<file path="src/rtl/q_pipe_pkg.sv">
// ============================================================================
// q_pipe_pkg : default geometry and count-width helper for the q_pipe pipeline
// Revision   : 1.0
// ============================================================================
`default_nettype none

package q_pipe_pkg;

  localparam int c_def_width = 8;
  localparam int c_def_depth = 4;

  // Bits needed to hold an occupancy value in 0..depth.
  function automatic int cnt_width(input int depth);
    return $clog2(depth + 1);
  endfunction

endpackage

`default_nettype wire

</file>
<file path="src/rtl/q_stage.sv">
// ============================================================================
// q_stage  : one pipeline slot (data register, valid bit, ready term)
// Revision : 1.0
// ============================================================================
`default_nettype none

module q_stage
  import q_pipe_pkg::*;
#(
  parameter int WIDTH = c_def_width
) (
  input  logic             clk,
  input  logic             rst,
  input  logic             flush,
  input  logic             i_rdy_next,
  input  logic             i_valid_prev,
  input  logic [WIDTH-1:0] i_data_prev,
  output logic             o_rdy,
  output logic             o_valid,
  output logic [WIDTH-1:0] o_data
);

  logic             r_valid;
  logic [WIDTH-1:0] r_data;

  // A slot can take a word if it is empty or its own word is leaving.
  assign o_rdy   = !r_valid || i_rdy_next;
  assign o_valid = r_valid;
  assign o_data  = r_data;

  always_ff @(posedge clk) begin
    if (rst) begin
      r_valid <= 1'b0;
      r_data  <= '0;
    end else if (flush) begin
      r_valid <= 1'b0;
    end else if (o_rdy) begin
      r_valid <= i_valid_prev;
      if (i_valid_prev) begin
        r_data <= i_data_prev;
      end
    end
  end

endmodule

`default_nettype wire

</file>
<file path="src/rtl/q_pipe.sv">
// ============================================================================
// q_pipe   : DEPTH-stage req/ack pipeline with bubble collapsing and flush
// Revision : 1.0
// ============================================================================
`default_nettype none

module q_pipe
  import q_pipe_pkg::*;
#(
  parameter  int WIDTH = c_def_width,
  parameter  int DEPTH = c_def_depth,
  localparam int CW    = cnt_width(DEPTH)
) (
  input  logic             clk,
  input  logic             rst,
  input  logic             flush,
  input  logic             in_req,
  input  logic [WIDTH-1:0] in_data,
  output logic             in_ack,
  output logic             out_req,
  output logic [WIDTH-1:0] out_data,
  input  logic             out_ack,
  output logic [CW-1:0]    count,
  output logic             empty,
  output logic             full
);

  logic          w_accept;
  logic          w_emit;
  logic [CW-1:0] w_count_next;
  logic [CW-1:0] r_count;
  logic          r_empty;
  logic          r_full;

  for (genvar i = 0; i < DEPTH; i++) begin : g_stage
    logic             w_rdy;
    logic             w_valid;
    logic             w_rdy_next;
    logic             w_valid_prev;
    logic [WIDTH-1:0] w_data;
    logic [WIDTH-1:0] w_data_prev;

    if (i == 0) begin : g_first
      assign w_valid_prev = w_accept;
      assign w_data_prev  = in_data;
    end else begin : g_mid
      assign w_valid_prev = g_stage[i-1].w_valid;
      assign w_data_prev  = g_stage[i-1].w_data;
    end

    if (i == DEPTH - 1) begin : g_last
      assign w_rdy_next = out_ack;
    end else begin : g_link
      assign w_rdy_next = g_stage[i+1].w_rdy;
    end

    q_stage #(
      .WIDTH(WIDTH)
    ) u_stage (
      .clk         (clk),
      .rst         (rst),
      .flush       (flush),
      .i_rdy_next  (w_rdy_next),
      .i_valid_prev(w_valid_prev),
      .i_data_prev (w_data_prev),
      .o_rdy       (w_rdy),
      .o_valid     (w_valid),
      .o_data      (w_data)
    );
  end

  assign in_ack   = g_stage[0].w_rdy && !rst && !flush;
  assign out_req  = g_stage[DEPTH-1].w_valid;
  assign out_data = g_stage[DEPTH-1].w_data;
  assign w_accept = in_req && in_ack;
  assign w_emit   = out_req && out_ack;

  always_comb begin
    w_count_next = r_count;
    if (w_accept && !w_emit) begin
      w_count_next = r_count + CW'(1);
    end else if (!w_accept && w_emit) begin
      w_count_next = r_count - CW'(1);
    end
  end

  // Occupancy flags are registered from the next count, not reduced from valids.
  always_ff @(posedge clk) begin
    if (rst || flush) begin
      r_count <= '0;
      r_empty <= 1'b1;
      r_full  <= 1'b0;
    end else begin
      r_count <= w_count_next;
      r_empty <= (w_count_next == '0);
      r_full  <= (w_count_next == CW'(DEPTH));
    end
  end

  assign count = r_count;
  assign empty = r_empty;
  assign full  = r_full;

endmodule

`default_nettype wire

</file>
<file path="config.mk">
export PLATFORM = sky130hd
export DESIGN_NAME = q_pipe
export DESIGN_NICKNAME = d
export VERILOG_FILES = /design/src/rtl/q_pipe_pkg.sv /design/src/rtl/q_stage.sv /design/src/rtl/q_pipe.sv
export SDC_FILE = /design/constraint.sdc
export NUM_CORES = 1
export LEC_CHECK = 0
export CAP_MARGIN = 20
export CORE_AREA = 2 2 63 65
export DETAILED_ROUTE_END_ITERATION = 10
export DIE_AREA = 0 0 65 67
export PLACE_DENSITY = 0.73
export SETUP_SLACK_MARGIN = 0.2
export SLEW_MARGIN = 20
export SYNTH_ARGS = -nofsm -noshare
export SYNTH_HDL_FRONTEND = slang
export SYNTH_SLANG_ARGS = --single-unit
</file>
<file path="constraint.sdc">
create_clock -name clk -period 1.73 [get_ports clk]
set_clock_uncertainty 0.1 [all_clocks]
set_input_delay 0.519 -clock clk [delete_from_list [all_inputs] [get_ports clk]]
set_output_delay 0.519 -clock clk [all_outputs]
set_load 0.005 [all_outputs]
</file>
==> out/results.ini <==
[drt]
postRouteAntennaNets = 0
vias = 1437
routed_wl_mm = 4.501
viasPerCell = 5.225
drc = 0
wire_per_inst_um = 16.37
drtIter0Drc = 80
firstDrtPassIters = 4

[clock_tree]
htreeDepth = 2
clk-insertion-delay-late_ns = 0.30
cts_buffer_depth = 2
path_clk_slew_ns = 0.08
cts_tree = built
hold_buffers = 0
cts_made_buffers = 5
cts_sinks = 41
cts-root-buf = clkbuf_8

[synth]
synth_edf_count = 0
synth_top_area_share_pct = 48.77
syn-mean-instance-area_um2 = 10.32
synth_nets = 178
synth_compound_area_share_pct = 8.401
ys.flop_type = dfxtp_1
syn_area_um2 = 1683
synthXorXnorAreaFrac_pct = 1.041
synthMuxAreaShare_pct = 19.63
synth_warnings = 0
seq_area_frac_synth_pct = 48.77
synth_area_leaders = dfxtp_1 49%, mux2i_1 20%, nor2_1 7.6%, a2111oi_2 1.8%, ha_1 1.5%
ys_types = 37
synth_top_cell_by_area = dfxtp_1
synthCells = 163
synth_top_family_by_area = multiplexers
synth-simple-area-share_pct = 15.99
async_reset_ff_share_pct = 0
ys_ff_latch = 41
synth_fa_ha_area_share_pct = 1.487

[floorplan]
num_rows = 22
die_w_um = 65
core_area_um2 = 3606
start_util_pct = 46.67
io_pins = 28
die_h_um = 67
die_area_um2 = 4355

[sta]
finalMaxSlewViolations = 0
setup_viol = 8
fin_crit_ns = 1.843
worstMarginPinSlew_ns = 0.4433
grt_setup_unrepaired = yes
hold_violations = 0
fin_ws_ns = -0.1131
max_freq_ghz = 0.5426
finalCritPeriodShare_pct = 106.5
slew_headroom_pct = 70.13

[setup_path]
rrSetupSlack_ns = -0.04
crit_required_ns = 1.11
start_kind = input pin
r2r-start = count[0]
critPathKind = input pin to output pin
crit_fanout = 3
endpoint_kind = output pin
worstSetupStartpoint = out_ack
crit_arrival_ns = 1.22

[placement]
dp_cells = 248
io_buffers = 27
gp_congestion = 0.7396
hpwlAfterDp_mm = 2.494
place_area_um2 = 2123

[layout]
fin_nets = 241
postLayoutCellArea_um2 = 2566
fin_cells = 275
fillers = 260
layout-drive-gt1-share_pct = 39.65
diodes = 0
area_delta_synth_final_pct = 52.49

[global_routing]
grt_pass1_wl_mm = 6.672
grt_max_degree = 27
grt_pass1_vias = 1446
grt_use_total_pct = 20.79
antenna_found_initial = 0
grt-ovfl-total = 0

[power]
p_sw_share_pct = 24.44
p_clk_share_pct = 36.7
vdd.ir_drop.worst_uv = 580.3
p_switching_w = 0.0004464
internal-power_w = 0.001380
pwr-share-comb_pct = 10.5
power_density_nw_per_um2 = 711.7
cellLeakagePower_nw = 1.134
pwr-share-seq_pct = 52.8

[run]
cap_violations = 0

[hold_path]
hold_path_class = flip-flop to flip-flop
hp-start = g_stage[3].u_stage.o_data[5]

[status]
violations = setup timing
outcome = finished with violations

[worst max-delay path: stages]
cell      delay, ns
buf_6          0.09
nand4b_1       0.24
nor2_2         0.19
nor3_2         0.05
buf_2          0.13
[flip-flops by register name, indices dropped and copies added (netlist names)]
name and flops:
g_stage.u_stage.o_data 32, full 1, g_stage.u_stage.o_valid 4, empty 1, count 3
[repair_timing]
action | in CTS | in global routing
pin swaps | 15 | 12
buffers inserted | 13 | 6
gates cloned | 0 | 0
resized for setup | 65 | 32
setup endpoints to repair | 52 | 44
[power by group through the flow]
| stage | registers, W | clock network, W | logic, W |
|---|---|---|---|
| floorplan | 0.000987 | 0 | 0.0000708 |
| global placement | 0.000987 | 0 | 0.000137 |
| detailed placement | 0.000988 | 0 | 0.000141 |
| CTS | 0.000962 | 0.000683 | 0.000165 |
| global route | 0.000966 | 0.000723 | 0.000203 |
| finish | 0.000964 | 0.000671 | 0.000192 |
[Yosys cell counts, drive strengths merged (2+ instances only)]
cell type  number
dfxtp          41
nor2           34
mux2i          33
buf             6
inv             5
clkbuf          4
a211oi          3
and4b           3
nand2           3
a2111oi         2
a21oi           2
and2            2
and3b           2
ha              2
nor3            2
o21a            2
o21ai           2
o31a            2
or3             2
[cell families after synthesis]
group | Yosys count
muxes | 33
AOI/OAI and AO/OA | 17
xor gates and xnor gates | 2
DFF | 41
and+or+nand+nor | 53
buffers and inverters | 15
adders and majority gates | 2
[layout by cell type (no fill, tap or decap), types with 2 or more instances in the layout]
cell type,netlist,routed
dfxtp_1,41,32
and4b_2,2,2
mux2i_2,0,2
buf_2,3,2
inv_1,5,3
nand2_1,3,2
nor2_1,34,33
o21a_1,2,2
a211oi_2,0,2
dfxtp_2,0,7
buf_4,1,24
buf_6,2,15
clkdlybuf4s50_1,0,8
mux2i_1,33,31
clkbuf_2,0,2
dfxtp_4,0,2
clkbuf_8,0,6
dlygate4sd2_1,0,9
clkdlybuf4s15_1,0,4
ha_4,0,2
[routing by layer]
metal | share of wire, % | global-route usage [%] | vias to the layer above | routed length, um
met1 | 43 | 23.90 | 698 | 1924
met3 | 5.2 | 6.588 | 12 | 232
met2 | 49 | 35.18 | 39 | 2221
met5 | 0 | 0 | - | 0
met4 | 2.7 | 9.574 | 0 | 122
li1 | - | - | 688 | -
[stage by stage]
| step | power (W) | utilization [%] | TNS, ns | hold slack, ns | worst slack (ns) |
|---|---|---|---|---|---|
| after global placement | 0.001124 | 58.88 | -18.31 | 0.3702 | -0.7260 |
| after global routing | 0.001892 | 71.17 | -1.123 | 0.4111 | -0.1363 |
| final | 0.001826 | 71.17 | -0.2351 | 0.3849 | -0.1131 |
| after CTS | 0.001810 | 67.00 | -0.1263 | 0.3999 | -0.07306 |
| after detailed placement | 0.001129 | 58.88 | -19.68 | 0.3857 | -0.7687 |
| after floorplan | 0.001057 | - | -0.07176 | 0.3596 | -0.07176 |
[final timing paths]
path | to | cells past startpoint
hold / removal | g_stage[3].u_stage.o_data[5] | 2
setup reg to reg | full | 6
hold reg to reg | g_stage[3].u_stage.o_data[5] | 2
setup / recovery | in_ack | 5
[cell type report]
cell class / instances / area (um2) / share of cell area (%)
multi-input combinational: 107 / 943.4 / 36.76
sequential: 41 / 837.1 / 32.62
timing repair buffer: 66 / 603.1 / 23.50
clock buffer: 6 / 82.58 / 3.218
tap: 48 / 60.06 / 2.340
inverter: 5 / 26.28 / 1.024
clock inverter: 2 / 13.76 / 0.5363
Power figures use the tool's default switching activity.
